File: src/rtl/mux_arbiter_ctrl_if.sv
// ---------------------------------------------------------------------------
// mux_arbiter_ctrl_if
//   Bundle between the two channel owners, the arbiter and the FET mux.
//
//   req          [1:0]  requester -> arbiter, level request per channel
//   gnt          [1:0]  arbiter -> requester, one-hot owner or 0 when idle
//   valid               arbiter -> requester, mux path settled for owner
//   s                   arbiter -> mux, channel select
//   notoe               arbiter -> mux, output enable (active low)
//   toggle_count [CNT_W-1:0]  saturating count of control-line changes
//
// Handshake: req[i] is a level held for as long as channel i is wanted.
// gnt[i] rising means the arbiter has committed the mux to channel i, but
// data may only be trusted while valid=1. Dropping req[i] at any point is a
// release; gnt[i] stays high through the disable phase and falls when the
// mux is fully off. There is no per-beat transfer, so no ready signal.
// ---------------------------------------------------------------------------
interface mux_arbiter_ctrl_if #(
    parameter int CNT_W = 16
);
    logic [1:0]       req;
    logic [1:0]       gnt;
    logic             valid;
    logic             s;
    logic             notoe;
    logic [CNT_W-1:0] toggle_count;

    modport master (
        input  req,
        output gnt,
        output valid,
        output s,
        output notoe,
        output toggle_count
    );

    modport slave (
        output req,
        input  gnt,
        input  valid,
        input  s,
        input  notoe,
        input  toggle_count
    );
endinterface

File: src/rtl/mux_arbiter_ctrl.sv
// ---------------------------------------------------------------------------
// mux_arbiter_ctrl
//   Shares a 1-of-2 FET mux between two requesters with break-before-make
//   sequencing: output disabled, select changed, output re-enabled. Each
//   phase is stretched to cover the mux enable/disable/propagation delays.
//   Round-robin on ties, bounded hold time under contention, and a
//   saturating count of control-line toggles for power accounting.
//
//   clk        in   rising-edge clock
//   reset_L    in   asynchronous active-low reset
//   bus        master modport of mux_arbiter_ctrl_if (req in; gnt, valid,
//              s, notoe, toggle_count out)
//   state_dbg  out  current FSM state (IDLE=0 SELECT=1 ENABLE=2 ACTIVE=3
//              DISABLE=4)
//
//   EN_CYCLES, DIS_CYCLES and HOLD_MAX must all be >= 1.
// ---------------------------------------------------------------------------
module mux_arbiter_ctrl #(
    parameter int EN_CYCLES  = 6,
    parameter int DIS_CYCLES = 6,
    parameter int HOLD_MAX   = 16,
    parameter int CNT_W      = 16
) (
    input  logic                clk,
    input  logic                reset_L,
    mux_arbiter_ctrl_if.master  bus,
    output logic [2:0]          state_dbg
);

    localparam int MAX_A    = (EN_CYCLES > DIS_CYCLES) ? EN_CYCLES : DIS_CYCLES;
    localparam int MAX_WAIT = (MAX_A > HOLD_MAX) ? MAX_A : HOLD_MAX;
    localparam int WAIT_W   = $clog2(MAX_WAIT + 1);

    localparam logic [WAIT_W-1:0] EN_LAST   = WAIT_W'(EN_CYCLES - 1);
    localparam logic [WAIT_W-1:0] DIS_LAST  = WAIT_W'(DIS_CYCLES - 1);
    localparam logic [WAIT_W-1:0] HOLD_LAST = WAIT_W'(HOLD_MAX - 1);

    typedef enum logic [2:0] {
        ST_IDLE    = 3'd0,
        ST_SELECT  = 3'd1,
        ST_ENABLE  = 3'd2,
        ST_ACTIVE  = 3'd3,
        ST_DISABLE = 3'd4
    } state_t;

    state_t             state, state_n;
    logic [WAIT_W-1:0]  wait_cnt, wait_n;
    // owner doubles as the round-robin pointer: it always names the most
    // recently granted requester, which is exactly what tie-break needs.
    logic               owner, owner_n;
    logic [1:0]         req_q;
    logic               s_q, s_n;
    logic               notoe_q, notoe_n;
    logic               valid_q, valid_n;
    logic [1:0]         gnt_q, gnt_n;
    logic [CNT_W-1:0]   tcnt_q, tcnt_n;
    logic               own_req, oth_req;

    assign own_req = req_q[owner];
    assign oth_req = req_q[~owner];

    // Next-state and next-output logic. Outputs are computed from the next
    // state and registered, so nothing combinational reaches the pins.
    always_comb begin
        state_n = state;
        owner_n = owner;
        wait_n  = wait_cnt;
        s_n     = s_q;
        notoe_n = 1'b1;
        valid_n = 1'b0;
        gnt_n   = 2'b00;
        tcnt_n  = tcnt_q;

        case (state)
            ST_IDLE: begin
                if (req_q != 2'b00) begin
                    state_n = ST_SELECT;
                    // Tie goes to whoever was not served last.
                    owner_n = (req_q == 2'b11) ? ~owner : req_q[1];
                end
            end
            ST_SELECT: begin
                state_n = own_req ? ST_ENABLE : ST_DISABLE;
            end
            ST_ENABLE: begin
                if (!own_req)
                    state_n = ST_DISABLE;
                else if (wait_cnt == EN_LAST)
                    state_n = ST_ACTIVE;
            end
            ST_ACTIVE: begin
                // >= because the counter saturates: an owner that ran alone
                // for a long time yields at once when the other side asks.
                if (!own_req || (oth_req && wait_cnt >= HOLD_LAST))
                    state_n = ST_DISABLE;
            end
            ST_DISABLE: begin
                if (wait_cnt == DIS_LAST)
                    state_n = ST_IDLE;
            end
            default: begin
                state_n = ST_IDLE;
            end
        endcase

        // One shared phase counter, cleared on every state change.
        if (state_n != state)
            wait_n = '0;
        else if (wait_cnt != '1)
            wait_n = wait_cnt + WAIT_W'(1);

        // The select moves only on the edge into SELECT, where notoe is
        // high on both sides of the edge.
        if (state == ST_IDLE && state_n == ST_SELECT)
            s_n = owner_n;

        notoe_n = !(state_n == ST_ENABLE || state_n == ST_ACTIVE);
        valid_n = (state_n == ST_ACTIVE);
        gnt_n   = (state_n == ST_IDLE) ? 2'b00 : (owner_n ? 2'b10 : 2'b01);

        // A simultaneous change of s and notoe counts once.
        if (((s_n != s_q) || (notoe_n != notoe_q)) && (tcnt_q != '1))
            tcnt_n = tcnt_q + CNT_W'(1);
    end

    always_ff @(posedge clk or negedge reset_L) begin
        if (!reset_L) begin
            state    <= ST_IDLE;
            wait_cnt <= '0;
            owner    <= 1'b1;
            req_q    <= 2'b00;
            s_q      <= 1'b0;
            notoe_q  <= 1'b1;
            valid_q  <= 1'b0;
            gnt_q    <= 2'b00;
            tcnt_q   <= '0;
        end else begin
            state    <= state_n;
            wait_cnt <= wait_n;
            owner    <= owner_n;
            req_q    <= bus.req;
            s_q      <= s_n;
            notoe_q  <= notoe_n;
            valid_q  <= valid_n;
            gnt_q    <= gnt_n;
            tcnt_q   <= tcnt_n;
        end
    end

    assign bus.gnt          = gnt_q;
    assign bus.valid        = valid_q;
    assign bus.s            = s_q;
    assign bus.notoe        = notoe_q;
    assign bus.toggle_count = tcnt_q;
    assign state_dbg        = state;

endmodule

File: src/flat_wrapper.sv
// flat-port wrapper written by rule: the top's interface ports become plain ports
module mux_arbiter_ctrl_flat 
#(
    parameter int EN_CYCLES  = 6,
    parameter int DIS_CYCLES = 6,
    parameter int HOLD_MAX   = 16,
    parameter int CNT_W      = 16
)
  (clk, reset_L, state_dbg, bus_req, bus_gnt, bus_valid, bus_s, bus_notoe, bus_toggle_count);
  mux_arbiter_ctrl_if #(.CNT_W(CNT_W)) bus_i ();
  input  logic clk;
  input  logic reset_L;
  output logic [2:0] state_dbg;
  input wire logic [$bits(bus_i.req)-1:0] bus_req;
  output wire logic [$bits(bus_i.gnt)-1:0] bus_gnt;
  output wire logic [$bits(bus_i.valid)-1:0] bus_valid;
  output wire logic [$bits(bus_i.s)-1:0] bus_s;
  output wire logic [$bits(bus_i.notoe)-1:0] bus_notoe;
  output wire logic [$bits(bus_i.toggle_count)-1:0] bus_toggle_count;
  assign bus_i.req = bus_req;
  assign bus_gnt = bus_i.gnt;
  assign bus_valid = bus_i.valid;
  assign bus_s = bus_i.s;
  assign bus_notoe = bus_i.notoe;
  assign bus_toggle_count = bus_i.toggle_count;
  mux_arbiter_ctrl #(.EN_CYCLES(EN_CYCLES), .DIS_CYCLES(DIS_CYCLES), .HOLD_MAX(HOLD_MAX), .CNT_W(CNT_W)) u_core (.clk(clk), .reset_L(reset_L), .bus(bus_i), .state_dbg(state_dbg));
endmodule
File: config.mk
export PLATFORM = sky130hd
export DESIGN_NAME = mux_arbiter_ctrl_flat
export DESIGN_NICKNAME = d
export VERILOG_FILES = /design/src/rtl/mux_arbiter_ctrl_if.sv /design/src/rtl/mux_arbiter_ctrl.sv /design/src/flat_wrapper.sv
export SDC_FILE = /design/constraint.sdc
export NUM_CORES = 1
export LEC_CHECK = 0
export CORE_AREA = 3 3 66 68
export DETAILED_ROUTE_END_ITERATION = 7
export DIE_AREA = 0 0 69 71
export PLACE_DENSITY = 0.81
export SYNTH_ARGS = -nofsm -noshare
export SYNTH_HDL_FRONTEND = slang
export SYNTH_SLANG_ARGS = --single-unit
File: constraint.sdc
create_clock -name clk -period 2.35 [get_ports clk]
set_input_delay 0.235 -clock clk [delete_from_list [all_inputs] [get_ports clk]]
set_output_delay 0.235 -clock clk [all_outputs]
set_load 0.05 [all_outputs]
==> impl_metrics.tcl <==
set metrics [dict create \
    cts.sinks 32 \
    netlist.area_leader.share_pct 43.8 \
    finalHoldViolCount 0 \
    layout_worst_path_cycle_share_pct 98.8 \
    peak_fanout_along_the_critical_path 4 \
    worst_ep_arrival_time_ns 2.50 \
    startpoint_type "register" \
    finish.utilization_pct 56.0 \
    synth_async_sr_flop_share_pct 100 \
    drt_iter0_markers 70 \
    routed_wl_microns 3520 \
    synthMostInstantiatedCell "sky130_fd_sc_hd__dfrtp_1" \
    initial_utilization_pct 43.8 \
    vias_in_the_first_global_route 1281 \
    syn_area_sq_mm 0.00172 \
    die_y_microns 71 \
    edff_count_synth 0 \
    pwr_density_cell_mw_per_mm2 1300 \
    max-slew-margin-rel_pct 63.3 \
    route.vias.total 1331 \
    unrepaired_setup_endpoints_after_global_routing "yes" \
    netlist.top_cell.by_area "sky130_fd_sc_hd__dfrtp_1" \
    timing.setup.critical_path_class "register to register" \
    path_clk_slew_ns 0.07 \
    synth_fp_nets 174 \
    yosysWarnings 0 \
    detailed_place.area_sq_mm 0.00208 \
    cts.root.buffer_cell "sky130_fd_sc_hd__clkbuf_8" \
    port_buffers 27 \
    vdd_ir_drop_max_uv 795 \
    worst-r2r-cell-count 9 \
    worstHoldPathType "input port to async pin" \
    fp.dieArea_sq_mm 0.00490 \
    run_status "completed" \
    timing.fmax_mhz 431 \
    clockBufferDepth 2 \
    postRouteAntennaNets 0 \
    synth.lib_cells_used.distinct 45 \
    antenna_cells_inserted 0 \
    routed_wire_length_per_instance_microns 13.9 \
    cts-buffers-inserted 5 \
    cts_tree "built" \
    detail_route.vias_per_cell 5.28 \
    postLayoutSetupSlackWorst_ns 0.0290 \
    grt_antenna_before_repair 0 \
    critical_path.endpoint_type "register" \
    worstMarginPinSlew_ns 0.544 \
    number_of_nets_at_the_end_of_the_flow 210 \
    synth_common_cells "30 x sky130_fd_sc_hd__dfrtp_1, 19 x sky130_fd_sc_hd__nor2_1, 14 x sky130_fd_sc_hd__xnor2_1" \
    grt_overflow_total 0 \
    place_ws_ns -0.0124 \
    post-dp-hpwl_microns 2540 \
    min_clock_period_post_route_ns 2.32 \
    synth_area_leaders "sky130_fd_sc_hd__dfrtp_1 44%, sky130_fd_sc_hd__xnor2_1 7.1%, sky130_fd_sc_hd__nor2_1 4.2%" \
    postLayoutCellArea_sq_mm 0.00219 \
    worst_skew_pair.late_latency_ns 0.29 \
    floorplan.core_area_sq_mm 0.00391 \
    main_synth_ff_type "sky130_fd_sc_hd__dfrtp_1" \
    drv_slew 0 \
    synthesis.instances 165 \
    grt_max_degree 33 \
    area.growth.synth_to_final_pct 27.7 \
    timing.clock.skew_ns 0.00640 \
    cts-htree-levels 2 \
    global_route_wire_length_before_repair_microns 5920 \
    drc_errors 0 \
    p_leak_nw 0.927 \
    cts-hold-fix-buffers 0 \
    track_usage_pct 15.1 \
    synth.avg_cell_area_sq_um 10.4 \
    detailedRoute.firstPassIterationCount 4 \
    worst_ep_required_time_ns 2.53 \
    final_layout_size_suffix_gt1_share_pct 16.3 \
    ys_seq_elements 32 \
    io-pin-count 28 \
    maxCapViolCount 0 \
    routabilityCongestion 0.753 \
    seq_area_frac_synth_pct 46.8 \
    rows 23 \
    die_width_microns 69 \
    setup_viol 0 \
]
## sequential cells by signal (all words and copies together), names as in the netlist
| signal | flops |
|---|---|
| u_core.req_q | 2 |
| u_core.bus.toggle_count | 16 |
| u_core.bus.valid | 1 |
| u_core.wait_cnt | 5 |
| u_core.owner | 1 |
| u_core.state_dbg | 3 |
| u_core.bus.s | 1 |
| u_core.bus.notoe | 1 |
| u_core.bus.gnt | 2 |
## cells by family after synthesis
| group | after synthesis | share of synthesized area [%] |
|---|---|---|
| DFF | 32 | 46.8 |
| muxes | 3 | 2.63 |
| buffers and inverters | 14 | 4.01 |
| xor gates and xnor gates | 16 | 8.17 |
| AOI/OAI and AO/OA | 24 | 12.0 |
| adders and majority gates | 5 | 3.65 |
| and+or+nand+nor | 71 | 22.8 |
## critical path, stage by stage (launching register included)
cell and delay [ns]:
sky130_fd_sc_hd__dfrtp_1 0.40, sky130_fd_sc_hd__ha_2 0.19, sky130_fd_sc_hd__and3_4 0.19, sky130_fd_sc_hd__ha_4 0.15, sky130_fd_sc_hd__o211ai_1 0.19, sky130_fd_sc_hd__o211ai_2 0.11
sky130_fd_sc_hd__nor3b_2 0.18, sky130_fd_sc_hd__or3_4 0.40, sky130_fd_sc_hd__nand4_1 0.12, sky130_fd_sc_hd__mux2_4 0.30
## metrics by stage
| step | std cells | power, mW | hold slack [ns] | setup TNS (ns) |
|---|---|---|---|---|
| floorplan | 165 | 1.96 | -0.0606 | -0.0231 |
| global placement | 242 | 2.33 | 0.483 | 0 |
| detailed placement | 242 | 2.38 | 0.489 | -0.0124 |
| CTS | 250 | 2.82 | 0.356 | 0 |
| global route | 252 | 3.01 | 0.383 | -0.0663 |
| finish | 252 | 2.85 | 0.338 | 0 |
## timing repair
item,4_1_cts,5_1_grt
setup buffers,0,2
gates resized for setup,0,1
endpoints found under the setup margin,1,1
endpoints found under the hold margin,0,0
pin swaps,1,2
## layout by cell type, fill, tap and decap left out, drive strengths merged, types with 3 or more instances in the layout
| cell | netlist | layout |
|---|---|---|
| ha | 5 | 5 |
| nand3 | 8 | 8 |
| and3 | 3 | 3 |
| nand2b | 5 | 5 |
| nor2b | 4 | 4 |
| nor3 | 5 | 5 |
| dfrtp | 30 | 30 |
| buf | 6 | 9 |
| o21ai | 3 | 3 |
| nand4 | 8 | 8 |
| a21oi | 5 | 5 |
| nand2 | 11 | 11 |
| xnor2 | 14 | 14 |
| clkbuf | 1 | 7 |
| a31oi | 3 | 3 |
| clkdlybuf4s50 | 0 | 27 |
| nor2 | 19 | 19 |
| inv | 7 | 7 |
## where the power goes
part           internal [mW]  switching (mW)  leakage (nW)
registers              0.707           0.185         0.415
clock network          0.238           0.202        0.0445
logic                  0.621           0.894         0.467
## layer usage
layer	vias to the layer above	share of wire (%)	track usage, %
li1	654	-	-
met1	645	46	19.5
met2	27	49	23.9
met3	5	3.8	3.98
met4	0	1.7	6.72
met5	-	0	0
## layout make-up
cell class | instances | area (sq um)
Timing Repair Buffer | 36 | 338
Multi-Input combinational cell | 119 | 867
Clock buffer | 7 | 86.3
Fill cell | 372 | 1720
Sequential cell | 32 | 803
Tap cell | 50 | 62.6
Inverter | 7 | 26.3
Clock inverter | 1 | 7.51
## final timing paths
kind                                                      endpoint  slack [ns]                                     from
max                        u_core.bus.toggle_count[12]$_DFFE_PN0P_        0.03           u_core.wait_cnt[1]$_DFFE_PN0P_
min                        u_core.bus.toggle_count[13]$_DFFE_PN0P_        0.34                                  reset_L
max reg2reg                u_core.bus.toggle_count[12]$_DFFE_PN0P_        0.03           u_core.wait_cnt[1]$_DFFE_PN0P_
min reg2reg                u_core.bus.toggle_count[10]$_DFFE_PN0P_        0.49  u_core.bus.toggle_count[10]$_DFFE_PN0P_
max in group asynchronous               u_core.bus.notoe$_DFF_PN1_        1.67                                  reset_L
min in group clk                         u_core.req_q[1]$_DFF_PN0_        0.39                               bus_req[1]
Note: power is estimated with default switching activity, not from simulation.
